**config.mk**
```make
export PLATFORM = sky130hd
export DESIGN_NAME = parallel_in_serial_out_piso_tx
export DESIGN_NICKNAME = d
export VERILOG_FILES = /design/src/rtl/parallel_in_serial_out_piso_tx.sv
export SDC_FILE = /design/constraint.sdc
export NUM_CORES = 1
export LEC_CHECK = 0
export BUFFER_PORTS_ARGS = -buffer_cell sky130_fd_sc_hd__buf_2
export CAP_MARGIN = 25
export CORE_AREA = 3 3 47 49
export CTS_CLUSTER_SIZE = 30
export DETAILED_ROUTE_END_ITERATION = 8
export DIE_AREA = 0 0 50 52
export PLACE_DENSITY = 0.66
export SYNTH_ARGS = -nofsm -noshare
export SYNTH_HDL_FRONTEND = slang
export SYNTH_SLANG_ARGS = --single-unit
```
**constraint.sdc**
```tcl
create_clock -name Clk_In -period 1.4 [get_ports Clk_In]
set_input_delay 0.14 -clock Clk_In [delete_from_list [all_inputs] [get_ports Clk_In]]
set_output_delay 0.14 -clock Clk_In [all_outputs]
set_load 0.02 [all_outputs]
```
**src/rtl/parallel_in_serial_out_piso_tx.sv**
```systemverilog
// Parallel-in, serial-out transmitter: accepts a word over a valid/ready handshake and
// shifts it out one bit per falling clock edge with frame-start/done markers.
module parallel_in_serial_out_piso_tx #(
  parameter int unsigned DATA_WIDTH = 8,
  parameter bit          MSB_FIRST  = 1'b1,
  parameter logic        IDLE_LEVEL = 1'b0
) (
  input  logic                  Clk_In,
  input  logic                  Reset_In,
  input  logic                  Load_Valid_In,
  output logic                  Load_Ready_Out,
  input  logic [DATA_WIDTH-1:0] Parallel_Data_In,
  output logic                  Serial_Data_Out,
  output logic                  Serial_Valid_Out,
  output logic                  Frame_Start_Out,
  output logic                  Frame_Done_Out,
  output logic                  Busy_Out
);

  localparam int unsigned CntW = $clog2(DATA_WIDTH);
  localparam logic [CntW-1:0] LastCnt = CntW'(DATA_WIDTH - 1);

  typedef enum logic {StIdle, StShift} state_e;

  state_e                state_q, state_d;
  logic [DATA_WIDTH-1:0] shift_q, shift_d;
  logic [CntW-1:0]       bit_cnt_q, bit_cnt_d;

  logic shifting;
  logic last_bit;
  logic accept;

  assign shifting = (state_q == StShift);
  assign last_bit = shifting && (bit_cnt_q == LastCnt);
  assign accept   = Load_Valid_In && Load_Ready_Out;

  always_ff @(negedge Clk_In or posedge Reset_In) begin
    if (Reset_In) begin
      state_q   <= StIdle;
      shift_q   <= '0;
      bit_cnt_q <= '0;
    end else begin
      state_q   <= state_d;
      shift_q   <= shift_d;
      bit_cnt_q <= bit_cnt_d;
    end
  end

  // Acceptance takes priority so a load on the last bit restarts with no idle gap.
  always_comb begin
    state_d   = state_q;
    shift_d   = shift_q;
    bit_cnt_d = bit_cnt_q;
    if (accept) begin
      state_d   = StShift;
      shift_d   = Parallel_Data_In;
      bit_cnt_d = '0;
    end else if (shifting) begin
      if (last_bit) begin
        state_d = StIdle;
      end else begin
        if (MSB_FIRST) begin
          shift_d = {shift_q[DATA_WIDTH-2:0], 1'b0};
        end else begin
          shift_d = {1'b0, shift_q[DATA_WIDTH-1:1]};
        end
        bit_cnt_d = bit_cnt_q + CntW'(1);
      end
    end
  end

  always_comb begin
    Load_Ready_Out   = !shifting || last_bit;
    Serial_Valid_Out = shifting;
    Busy_Out         = shifting;
    Frame_Start_Out  = shifting && (bit_cnt_q == '0);
    Frame_Done_Out   = last_bit;
    Serial_Data_Out  = IDLE_LEVEL;
    if (shifting) begin
      Serial_Data_Out = MSB_FIRST ? shift_q[DATA_WIDTH-1] : shift_q[0];
    end
  end

endmodule

```
==> results_dict.tcl <==
set metrics [dict create \
    wire_per_inst_microns 10.04 \
    root_buffer "clkbuf_4" \
    synth.net_count 72 \
    slew_viol_final 0 \
    drt-total-wl_microns 1094 \
    gp_congestion 0.7399 \
    cp.required_ns 1.26 \
    die_area_sq_mm 0.002600 \
    cp-end-kind "primary output" \
    yosys_register_bits 12 \
    path_max_fanout 2 \
    vias 463 \
    final_nets 98 \
    dieHeight_microns 52 \
    clkTransAtPathRegs_ns 0.05 \
    areaGrowthSynthToFinish_pct 37.72 \
    port_buffers 16 \
    vias_per_cell 4.248 \
    slew_headroom 0.8737 \
    power.leakage_nw 0.4456 \
    failed_checks "setup timing" \
    power_density_mw_per_mm2 1927 \
    syn_area_per_cell_sq_um 10.81 \
    yosysMostFrequentCell "dfrtn_1" \
    die_x_microns 50 \
    ys_seq_area_frac 0.4790 \
    antenna_found_initial 0 \
    drcViolationCount 0 \
    num_rows 16 \
    drtPass1Iterations 4 \
    synth_flop_cell "dfrtn_1" \
    r2r_slack_ns -0.10 \
    worst_slew_pin_slew_ns 0.1878 \
    fin_setup_tns_ns -3.720 \
    overflow 0 \
    numCtsBuffers 3 \
    cts_buffer_depth 2 \
    drv_cap 0 \
    grt_setup_unrepaired "yes" \
    netlist_area_sq_um 626.9 \
    synthTopCellsByArea "dfrtn_1 48%, mux2i_1 13%, o21ai_0 6.4%" \
    path_class "reg -> out" \
    grt_max_degree 21 \
    clock-skew-final_ns 0.0009767 \
    peakVddDrop_v 0.0008273 \
    num_antenna_cells 0 \
    synth-edff-count 0 \
    status "finished, violations left" \
    grt_pass1_wl_microns 1973 \
    start_util 0.3296 \
    ys_types 16 \
    cp-start-kind "register" \
    synthArstFlopShare 1.000 \
    cts_tree "built" \
    crit_arrival_ns 2.02 \
    grt_pass1_vias 456 \
    clock_latency_ns 0.27 \
    place_hpwl_microns 817.1 \
    ant_nets 0 \
    setup_viol_count_final 15 \
    drtIter0Drc 4 \
    track_usage 0.1057 \
    r2r.worst_path.cells 6 \
    utilization 0.4539 \
    ys_warn_count 0 \
    cts_max_level 1 \
    cts.sinks 12 \
    synthTopCellsByCount "12 x dfrtn_1, 10 x nand2_1, 8 x mux2i_1, 8 x o21ai_0" \
    layout_setup_ws_ns -0.7558 \
    synth_cells 58 \
    reg2reg_to "bit_cnt_q[0]$_DFFE_NP0P_" \
    post_cts_buffers 0 \
    hp-class "in -> async" \
    synth_top_area_share 0.4790 \
    pin_count 17 \
    coreArea_sq_mm 0.001902 \
    yosysTopAreaCell "dfrtn_1" \
    drive_gt1_frac 0.4390 \
    r2r_start "bit_cnt_q[1]$_DFFE_NP0P_" \
    finalHoldViolCount 0 \
]
==> placed cells by master (no fill, tap or decap) <==
cell type and n:
inv_1 3, clkbuf_4 3, buf_12 1, ha_1 1, and2_4 1, nand2_1 10
buf_4 8, nand2b_1 1, mux2i_4 1, nor2_1 2, mux2i_1 8, or2_4 1
ha_2 1, buf_6 5, and2_2 1, inv_8 1, dfrtn_1 12, nor2b_4 1
ha_4 1, buf_2 11, o21ai_0 8, o31ai_1 1
==> area by class of cell <==
type	count	area, sq um
inverters	4	22.52
repair buffers	25	191.4
fillers	190	1039
flip-flops and latches	12	300.3
well taps	27	33.78
multi-input cells	38	292.8
clock buffers	3	22.52
==> cells by family after synthesis <==
group / count (synthesis) / synth area share
muxes: 9 / 0.1637
DFF: 12 / 0.4790
adders and majority gates: 3 / 0.05989
buffers and inverters: 8 / 0.08382
AOI/OAI and AO/OA: 9 / 0.07586
and+or+nand+nor: 17 / 0.1377
==> per-stage QoR <==
step                std cells  hold WS, ns  power (mW)  area, sq um  setup WS, ns
detailed placement        106       0.4318       1.407        808.3       -0.5116
finish                    109       0.4236       1.664        863.3       -0.7558
global placement          106       0.4174       1.387        808.3       -0.4760
CTS                       109       0.4246       1.684        862.1       -0.7767
global route              109       0.4263       1.831        863.3       -0.8152
floorplan                  58       0.4096       1.169        651.9       -0.4802
==> how the worst max path moves through the flow <==
stage,endpoint,cells past startpoint,start
2_1_floorplan,Load_Ready_Out,5,bit_cnt_q[0]$_DFFE_NP0P_
3_3_place_gp,Load_Ready_Out,5,bit_cnt_q[1]$_DFFE_NP0P_
3_5_place_dp,Load_Ready_Out,5,bit_cnt_q[1]$_DFFE_NP0P_
4_1_cts,Load_Ready_Out,5,bit_cnt_q[1]$_DFFE_NP0P_
5_1_grt,Load_Ready_Out,5,bit_cnt_q[0]$_DFFE_NP0P_
6_report,Load_Ready_Out,5,bit_cnt_q[1]$_DFFE_NP0P_
==> power by group <==
part           switching, mW  total, mW  internal, mW
registers             0.0821      0.578         0.496
clock network          0.105      0.205        0.0995
logic                  0.421      0.881         0.460
total                  0.608       1.66          1.06
==> critical path: stages, from the launching register on <==
cell	delay, ns
dfrtn_1	0.36
ha_2	0.19
ha_4	0.16
nor2b_4	0.17
inv_8	0.03
buf_6	0.12
==> metal layers <==
| metal | wire length (microns) | up-vias | part of all wire | GRT usage |
|---|---|---|---|---|
| met2 | 574 | 13 | 0.52 | 0.1891 |
| met3 | 59 | 2 | 0.054 | 0.04585 |
| met5 | 0 | - | 0 | 0 |
| met4 | 17 | 0 | 0.016 | 0.04147 |
| met1 | 443 | 210 | 0.40 | 0.1071 |
| li1 | - | 238 | - | - |
==> what timing repair did <==
| item | in CTS | in global routing |
|---|---|---|
| hold buffers | 0 | 0 |
| pin swaps | 1 | 0 |
| gates resized for setup | 10 | 1 |
| setup endpoints to repair | 16 | 18 |
==> registers in the layout, indices dropped and copies added (netlist names) <==
register / cells
Busy_Out: 1
bit_cnt_q: 3
shift_q: 8
Note: power is estimated with default switching activity, not from simulation.
